===== src/rtl/led_pwm_ctrl.sv =====
// ---------------------------------------------------------------------------
// led_pwm_ctrl
//
// Purpose:
//   Three-channel (R/G/B) LED PWM generator with a small register port and an
//   LED control register. It feeds the LED heartbeat/output mux stage. All
//   outputs are active-high; the LED inversion happens downstream.
//
// Parameters:
//   PRESCALE  clock cycles per PWM counter step (1..65535)
//   DW        duty/counter width; one PWM period is 2^DW steps
//
// Ports:
//   clk      system clock
//   n_reset  synchronous, active-low reset
//   wr_en    write strobe
//   rd_en    read strobe
//   addr     register select: 0=DUTY_R, 1=DUTY_G, 2=DUTY_B, 3=CTRL
//   wdata    write data
//   rdata    registered read data
//   en_hb    CTRL[0], heartbeat mode select for the downstream stage
//   pattern  CTRL[3:1], heartbeat channel mask
//   pwm      PWM waveforms, bit0=R, bit1=G, bit2=B
//
// Optional build macro:
//   LED_PWM_FADE_EN  adds CTRL[4] = fade_en. When set, each active duty moves
//                    one step toward its staging value at every period end
//                    instead of jumping straight to it.
//
// Bus protocol: there is no handshake and no backpressure. Every cycle with
// wr_en=1 performs exactly one write of wdata to addr. Every cycle with
// rd_en=1 loads rdata from addr on that clock edge; the value is valid in the
// following cycle and held until the next read. A read and a write to the
// same address in one cycle return the value from before the write.
// ---------------------------------------------------------------------------
module led_pwm_ctrl #(
   parameter int PRESCALE = 16,
   parameter int DW       = 8
) (
   input  logic       clk,
   input  logic       n_reset,
   input  logic       wr_en,
   input  logic       rd_en,
   input  logic [1:0] addr,
   input  logic [7:0] wdata,
   output logic [7:0] rdata,
   output logic       en_hb,
   output logic [2:0] pattern,
   output logic [2:0] pwm
);

   localparam logic [15:0] PRESC_MAX = 16'(PRESCALE - 1);

   logic [15:0]   presc;
   logic [DW-1:0] cnt;
   logic          tick;
   logic          period_end;

   logic [DW-1:0] staging  [3];
   logic [DW-1:0] active   [3];
   logic [DW-1:0] target   [3];
   logic [DW-1:0] load_val [3];

   logic [3:0]    ctrl;
   logic [7:0]    rd_val;

`ifdef LED_PWM_FADE_EN
   logic          fade_en;
`endif

   assign tick       = (presc == PRESC_MAX);
   assign period_end = tick && (cnt == {DW{1'b1}});

   assign en_hb   = ctrl[0];
   assign pattern = ctrl[3:1];

   // Prescaler and step counter run continuously, independent of en_hb.
   always_ff @(posedge clk) begin
      if (!n_reset) begin
         presc <= '0;
         cnt   <= '0;
      end else begin
         if (tick) begin
            presc <= '0;
            cnt   <= cnt + DW'(1);
         end else begin
            presc <= presc + 16'd1;
         end
      end
   end

   // The value the active duty takes at period end. A write landing in the
   // period_end cycle must be seen immediately, so the target bypasses the
   // staging register when that channel is being written this cycle.
   always_comb begin
      for (int i = 0; i < 3; i++) begin
         target[i] = staging[i];
         if (wr_en && (addr == 2'(i))) begin
            target[i] = DW'(wdata);
         end
         load_val[i] = target[i];
`ifdef LED_PWM_FADE_EN
         if (fade_en) begin
            if (active[i] < target[i]) begin
               load_val[i] = active[i] + DW'(1);
            end else if (active[i] > target[i]) begin
               load_val[i] = active[i] - DW'(1);
            end else begin
               load_val[i] = active[i];
            end
         end
`endif
      end
   end

   // Staging/active duty registers and the registered compare. pwm reflects
   // the cnt/active pair of the previous cycle.
   always_ff @(posedge clk) begin
      if (!n_reset) begin
         for (int i = 0; i < 3; i++) begin
            staging[i] <= '0;
            active[i]  <= '0;
         end
         pwm <= 3'b000;
      end else begin
         for (int i = 0; i < 3; i++) begin
            if (wr_en && (addr == 2'(i))) begin
               staging[i] <= DW'(wdata);
            end
            if (period_end) begin
               active[i] <= load_val[i];
            end
            pwm[i] <= (cnt < active[i]);
         end
      end
   end

   // CTRL register. Reserved bits are simply not stored.
   always_ff @(posedge clk) begin
      if (!n_reset) begin
         ctrl <= 4'hF;
`ifdef LED_PWM_FADE_EN
         fade_en <= 1'b0;
`endif
      end else if (wr_en && (addr == 2'd3)) begin
         ctrl <= wdata[3:0];
`ifdef LED_PWM_FADE_EN
         fade_en <= wdata[4];
`endif
      end
   end

   // Read mux: duty addresses return the staging value.
   always_comb begin
      rd_val = 8'h00;
      case (addr)
         2'd0:    rd_val = 8'(staging[0]);
         2'd1:    rd_val = 8'(staging[1]);
         2'd2:    rd_val = 8'(staging[2]);
         default: begin
            rd_val[3:0] = ctrl;
`ifdef LED_PWM_FADE_EN
            rd_val[4]   = fade_en;
`endif
         end
      endcase
   end

   always_ff @(posedge clk) begin
      if (!n_reset) begin
         rdata <= 8'h00;
      end else if (rd_en) begin
         rdata <= rd_val;
      end
   end

endmodule


===== config.mk =====
export PLATFORM = sky130hd
export DESIGN_NAME = led_pwm_ctrl
export DESIGN_NICKNAME = d
export VERILOG_FILES = /design/src/rtl/led_pwm_ctrl.sv
export SDC_FILE = /design/constraint.sdc
export NUM_CORES = 1
export LEC_CHECK = 0
export ABC_AREA = 1
export CAP_MARGIN = 40
export CORE_MARGIN = 2
export CORE_UTILIZATION = 37
export CTS_CLUSTER_SIZE = 14
export DETAILED_ROUTE_END_ITERATION = 6
export GPL_TIMING_DRIVEN = 0
export SYNTH_ARGS = -nofsm -noshare
export SYNTH_HDL_FRONTEND = slang
export SYNTH_SLANG_ARGS = --single-unit

===== constraint.sdc =====
create_clock -name clk -period 2.23 [get_ports clk]
set_input_delay 0.669 -clock clk [delete_from_list [all_inputs] [get_ports clk]]
set_output_delay 0.669 -clock clk [all_outputs]
set_load 0.01 [all_outputs]

After elaboration in Yosys (flattened, before gate mapping). Memory sizes are Yosys's and may differ from the RTL's. Cells that the tools add are included.

Eq/ne operators: 5. Reduce and logical (&&, ||, !) cells: 7. Mux-type cells: 24. Add/subtract/negate cells: 2. Magnitude comparators: 3. Bitwise logic cells: 7.

Operator list (number): $mux W8 (9); $lt A8 B8 Y1 (3); $pmux W4 S3 (2); $add A16 B1 Y16 const B (1); $eq A16 B4 Y1 const B (1); $mux W1 (13); $add A8 B1 Y8 const B (1); $eq A8 B8 Y1 const B (1); $or A1 B1 Y1 (6); $logic_and A1 B1 Y1 (5); $eq A2 B2 Y1 const B (2); $eq A2 B1 Y1 const B (1); $logic_not A2 Y1 (1); $reduce_or A2 Y1 (1); $not A1 Y1 (1).

Logic and storage cells: 55. Flip-flop bits (word level): 39. Memories: 2. Bits in writable memories: 48.

Memories: active (depth 3, bits a word 8, rd ports 3, clocked after memory_dff 0, wr ports 3, RTL line 60) `logic [DW-1:0] active [3];`; staging (depth 3, bits a word 8, rd ports 3, clocked after memory_dff 0, wr ports 3, RTL line 59) `logic [DW-1:0] staging [3];`.

Logic depth before layout (Yosys ltp). Gate-level depths: netlist of run 1.

Word-level depth: 6. Mapped depth: 9. Mapped depth without buffers: 8.

Worst setup path before layout of run 1. Ideal clock, no wire load.

Path type: reg2reg. Start: register cnt[1]. End: memory active[0][0], enable pin. Library setup time: 0.381 ns. Data arrival time: 1.639 ns. Cell stages (with the launch flop): 8. Clock period less this slack: 2.020 ns. Data required time: 1.849 ns. Buffers on the path: 0. Slack: 0.210 ns. Cell sequence: dfxtp_1 ha_1 nand2_1 nor2_1 nand2_1 nor2_2 nand2_1 nand2_1.

RTL lines: start: declaration (RTL line 55) `logic [DW-1:0] cnt;`; start signal: assignment (RTL line 85) `cnt <= cnt + DW'(1);`; end: declaration (RTL line 60).

==> metrics.md, run 1 <==
| Metric | Value |
|---|---|
| Main combinational cell family by area after synthesis | simple AND/OR/NAND/NOR gates |
| Synth Cell Area | between 4000 and 5000 um^2 |
| Layout net count | just over 600 |
| First-pass GRT wire length | 15.5 mm |
| Critical Path RT | between 2000 and 2500 ps |
| Yosys top cell area share | 0.324 |
| Routability cong. | 0.937 |
| Syn Area/Cell | 8.35 um^2 |
| Hold_buf cts | 0 |
| Die area | between 10000 and 15000 um^2 |
| Worst-path clk slew | around 70 ps |
| Startpoint Class | input port |
| RSZ-0062 raised after global routing | no |
| Worst-case clock buffer depth | 2 |
| Drt via density | between 4 and 5 |
| Adder-cell share of the synthesized area | 0.0646 |
| Fmax | between 400 and 500 MHz |
| Finished Layout Cells | around 720 |
| Number of remaining DRC errors | 0 |
| Wl on met1 | ~4.1 mm |
| Largest net degree at the start of global routing | 22 |
| Simple-gate share of the synthesized area | 0.239 |
| Cell total after placement | around 700 |
| Worst reg2reg path depth | 8 |
| Initial antenna violation count | 0 |
| CTS root buf | clkbuf_16 |
| Synth Area in Compound Gates | 0.101 |
| Worst Clk Skew | 12.2 ps |
| Synth Warn # | 0 |
| Setup violators final | 0 |
| # H-tree levels | 3 |
| Routed length per instance | roughly 13 um |
| Vias in the first global route | 3299 |
| Slew margin rel. | 0.625 |
| Drt pass-1 iters | 4 |
| Yosys reg bits | 87 |
| Max-cap violations | 0 |
| I/O pin count | 29 |
| Die height | between 100 and 150 um |
| IO buf count | 26 |
| P per Cell Area | slightly above 700 nW/um^2 |
| Detail Route Antenna Nets | 0 |
| Leak pwr | 2.26 nW |
| Die Span X | 114 um |
| Maximum vdd ir drop | between 300 and 400 uV |
| CP arrival | approximately 2100 ps |
| Area growth syn-to-layout | 18.2% |
| Met3 wire len | 265 um |
| Post-synthesis sequential area ratio | 0.499 |
| Gr usage total | 0.152 |
| Share of layout cells above drive strength 1 | 0.0868 |
| Largest cells by area after synthesis | edfxtp_1 32%, dfxtp_1 18%, nand2_1 11% |
| Clk Latency, worst-skew pair | around 340 ps |
| TritonCTS Sinks | 87 |
| Syn nets | 570 |
| Initial Util | 0.375 |
| Yosys top cell by area | edfxtp_1 |
| Hold Path Class | reg2reg |
| Final Hold Fails | 0 |
| Hold Crit Depth | 2 |
| Final Core Density | 0.444 |
| Max Fanout on Critical Path | 10 |
| Outcome | completed |
| Xor/xnor share of the synthesized area | 0.0157 |
| Met2 wire len | ~4.6 mm |
| Max-slew violations | 0 |
| Tmin final | around 2100 ps |
| Crit Path Category | in2reg |
| Initial DRC count | 220 |
| Core area | roughly 12000 um^2 |
| Cts bufs inserted | 9 |
| Drt total wl | slightly above 9 mm |
| Top Layer Used | met4 |
| Crit. End Element | register |
| N_diodes | 0 |
| # rows | 40 |
| CTS tree | yes |
| Slew of the pin with the lowest slew margin | around 560 ps |
| Synth unique cells | 29 |
| Final HPWL DP | slightly below 7 mm |
| GR Overflow Total | 0 |
| Final period util | 0.928 |
| Via count | 3402 |
| Post-Syn Instances | about 530 |
| Post-synthesis mux area share | 0 |
routing by layer:
metal  track usage  up-vias
met5             0        -
li1              -     1806
met3        0.0282       14
met1         0.183     1525
met2         0.272       57
met4        0.0553        0
cells by family after synthesis:
family,Yosys count
XOR/XNOR,8
adder cells (fa/ha/maj),23
AO/OA/AOI/OAI,86
buffers and inverters,87
flip-flops,87
AND/OR/NAND/NOR,242
cell type report:
type	instances	area, um^2
clock buffer	11	275
fill	1158	6600
tap	147	184
inverter	76	285
sequential	87	2220
timing repair buffer	27	288
clock inverter	5	62.6
buffer	11	75.1
multi-input combinational	359	1870
path summary, 6_finish.rpt:
| kind | slack (ps) | end | start |
|---|---|---|---|
| setup / recovery | 160 | staging[0][19] | wr_en |
| hold reg to reg | 470 | rdata[6] | rdata[6] |
| setup reg to reg | 210 | active[0][3] | cnt[1] |
| hold / removal | 470 | rdata[6] | rdata[6] |
flip-flops by register name, indices dropped and copies added (netlist names):
signal	flops
pwm	3
presc	16
ctrl	4
staging	24
rdata	8
active	24
cnt	8
worst max-delay path, stage by stage:
cell             delay (ps)
clkdlybuf4s50_1         730
nand2_4                 140
buf_2                   210
nand2_1                 310
stage by stage:
step                worst slack (ps)  cell area, um^2  total power, mW  hold WS [ps]  TNS [ps]
global route                    64.3             5260             3.93           493         0
floorplan                        210             4450             2.02           430         0
finish                           161             5260             3.78           468         0
CTS                              152             5260             3.81           472         0
detailed placement              -404             4920             2.15           460    -18360
global placement                -794             4900             2.14           444    -28710
layout by cell type (no fill, tap or decap), types with 3 or more instances in the layout:
master,n
a21oi_1,36
buf_4,4
clkbuf_16,11
clkdlybuf4s50_1,26
dfxtp_1,39
edfxtp_1,48
ha_1,23
inv_1,74
inv_6,3
nand2_1,135
nand2_4,3
nand3_1,17
nand4_1,5
nor2_1,56
nor2_2,13
nor3_1,5
o211ai_1,4
o21a_1,3
o21ai_0,39
o21ai_1,4
xor2_1,6
cell usage after synthesis:
| master | instances |
|---|---|
| nand2_1 | 135 |
| inv_1 | 74 |
| nor2_1 | 56 |
| edfxtp_1 | 48 |
| dfxtp_1 | 39 |
| o21ai_0 | 39 |
| a21oi_1 | 36 |
| ha_1 | 23 |
| nand3_1 | 17 |
| nor2_2 | 13 |
| xor2_1 | 6 |
| nand4_1 | 5 |
| nor3_1 | 5 |
| buf_4 | 4 |
| o211ai_1 | 4 |
| o21ai_1 | 4 |
| clkbuf_1 | 3 |
| nand2_4 | 3 |
| o21a_1 | 3 |
| buf_2 | 2 |
| buf_6 | 2 |
| inv_2 | 2 |
| nand3b_1 | 2 |
| nor2_4 | 2 |
| xnor2_1 | 2 |
| nand2_2 | 1 |
| nand3_2 | 1 |
| nand3_4 | 1 |
| nor2_8 | 1 |
power breakdown:
| group | switching, mW | total [mW] | leakage, nW | internal (mW) |
|---|---|---|---|---|
| clock network | 0.653 | 1.67 | 0.168 | 1.02 |
| registers | 0.0366 | 1.81 | 0.797 | 1.77 |
| logic | 0.187 | 0.307 | 1.29 | 0.120 |
timing repair:
item | in CTS | in global routing
setup buffers | 0 | 0
resized for setup | 1 | 0
setup endpoints to repair | 39 | 0
(Power assumes the default switching activity.)
==> run 2: changes to the inputs <==
--- a/config.mk
+++ b/config.mk
@@ -12,6 +12,7 @@
 export CTS_CLUSTER_SIZE = 14
 export DETAILED_ROUTE_END_ITERATION = 6
 export GPL_TIMING_DRIVEN = 0
+export REMOVE_ABC_BUFFERS = 1
 export SYNTH_ARGS = -nofsm -noshare
 export SYNTH_HDL_FRONTEND = slang
 export SYNTH_SLANG_ARGS = --single-unit
==> run 2 against run 1 <==
Net effect: fmax is 1.3% higher; sequential share of layout area is 1.0 points higher; clock power is 14% lower; worst setup slack better by 26 ps; power is 6.7% lower; cell count is 1.2% lower; combinational power is 6% lower; largest cell class unchanged.
==> metrics.md, run 2 (same netlist as run 1, synthesis figures left out) <==
| Metric | Value |
|---|---|
| Outcome | completed |
| Number of remaining DRC errors | 0 |
| Clk Latency, worst-skew pair | 340 ps |
| RSZ-0062 raised after global routing | no |
| Die Span X | roughly 110 um |
| Max-slew violations | 0 |
| Most common cell after layout, fill and taps aside | nand2_1 |
| Final period util | 0.916 |
| Routability cong. | 0.775 |
| P per Cell Area | approximately 690 nW/um^2 |
| Critical-path top delay cell | dfxtp_1 |
| Via count | between 3000 and 4000 |
| Hold_buf cts | 0 |
| # rows | 40 |
| N_diodes | 0 |
| CTS root buf | clkbuf_16 |
| Vias in the first global route | between 3000 and 4000 |
| Leak pwr | about 2.2 nW |
| Die area | 12900 um^2 |
| Worst-path clk slew | around 60 ps |
| Area growth syn-to-layout | 15.4% |
| Die height | approximately 110 um |
| Core area | approximately 12000 um^2 |
| Fmax | 489 MHz |
| Drt total wl | between 8 and 9 mm |
| Max Fanout on Critical Path | 13 |
| Initial DRC count | 96 |
| Drt pass-1 iters | 4 |
| Worst hold margin | about 470 ps |
| Most Frequent Cell on Critical Path | nand2_1 |
| Worst-case clock buffer depth | 2 |
| Final Hold Fails | 0 |
| Regs by FF count | active (24), staging (24), presc (16) |
| Layout net count | ~600 |
| Commonest cells after routing, fill and taps aside | 133 x nand2_1, 74 x inv_1, 56 x nor2_1, 48 x edfxtp_1 |
| Slew margin rel. | 0.508 |
| # H-tree levels | 3 |
| Slew of the pin with the lowest slew margin | approximately 740 ps |
| Maximum vdd ir drop | between 400 and 500 uV |
| CP bufs+invs | 1 |
| Initial Util | 0.375 |
| Worst Clk Skew | around 5.6 ps |
| Hold Path Class | reg2reg |
| Initial antenna violation count | 0 |
| Gr usage total | 0.144 |
| CTS tree | yes |
| GR Overflow Total | 0 |
| CP cell instances | ha_1 -> nand2_1 -> nor2_1 -> nand2_1 -> nor2_2 -> nand2_1 -> nand2_2 -> buf_6 |
| Crit Path Category | reg2reg |
| Drt via density | 4.66 |
| Startpoint Class | register |
| Tmin final | roughly 2000 ps |
| Max-cap violations | 0 |
| Routed length per instance | 11.9 um |
| Critical Path RT | ~2300 ps |
| Final HPWL DP | 6.31 mm |
| Setup tns final | 0 ps |
| Cell total after placement | ~700 |
| Setup bufs post-CTS | 0 |
| Largest net degree at the start of global routing | 25 |
| Cts bufs inserted | 9 |
| CP arrival | 2100 ps |
| Crit path max-delay family | simple AND/OR/NAND/NOR gates |
| Peak per-stage delay on the critical path | ~430 ps |
| Detail Route Antenna Nets | 0 |
| Share of layout cells above drive strength 1 | 0.0670 |
| I/O pin count | 29 |
| Finished Layout Cells | 714 |
| IO buf count | 28 |
| Setup violators final | 0 |
| TritonCTS Sinks | 87 |
| Crit. End Element | register |
| First-pass GRT wire length | approximately 15 mm |
==> run 2: metrics by stage <==
stage | area, um^2 | power (mW) | utilization | worst slack (ps)
floorplan | 4380 | 2.00 | - | 210
global placement | 4840 | 2.13 | 0.408 | -598
detailed placement | 4850 | 2.13 | 0.409 | -417
CTS | 5130 | 3.58 | 0.433 | 4.62
global route | 5140 | 3.67 | 0.433 | 11.7
finish | 5140 | 3.53 | 0.433 | 187
==> run 2: report_power, final <==
group	leakage [nW]	total [mW]	internal [mW]	switching [mW]
registers	0.797	1.81	1.77	0.0365
logic	1.26	0.288	0.112	0.175
clock network	0.137	1.44	0.846	0.590
total	2.19	3.53	2.73	0.802
==> run 2: repair_timing <==
| action | CTS | global route |
|---|---|---|
| endpoints found under the setup margin | 36 | 22 |
| gates resized for setup | 3 | 2 |
| endpoints found under the hold margin | 0 | 0 |
==> run 2: path summary, 6_finish.rpt <==
path | from | to | slack, ps | cells after the start
setup / recovery | cnt[1] | active[0][16] | 190 | 8
hold / removal | rdata[5] | rdata[5] | 470 | 2
setup reg to reg | cnt[1] | active[0][16] | 190 | 8
hold reg to reg | rdata[5] | rdata[5] | 470 | 2
==> run 2: final cells by class <==
cell class | count | area [um^2]
fillers | 1164 | 6720
well taps | 147 | 184
clock inverters | 7 | 53.8
multi-input cells | 359 | 1880
inverters | 76 | 285
clock buffers | 9 | 225
repair buffers | 29 | 292
flip-flops and latches | 87 | 2220
==> run 2: routing by layer <==
| layer | routed length (um) | global-route usage | vias to the layer above |
|---|---|---|---|
| li1 | - | - | 1785 |
| met1 | 3910 | 0.170 | 1477 |
| met2 | 4050 | 0.236 | 44 |
| met3 | 207 | 0.0361 | 23 |
| met4 | 346 | 0.0870 | 0 |
| met5 | 0 | 0 | - |
==> run 2: tightest hold or removal path, stage by stage, from the launching register on <==
cell and delay (ps):
dfxtp_1 300, nand2_1 60, a21oi_1 60
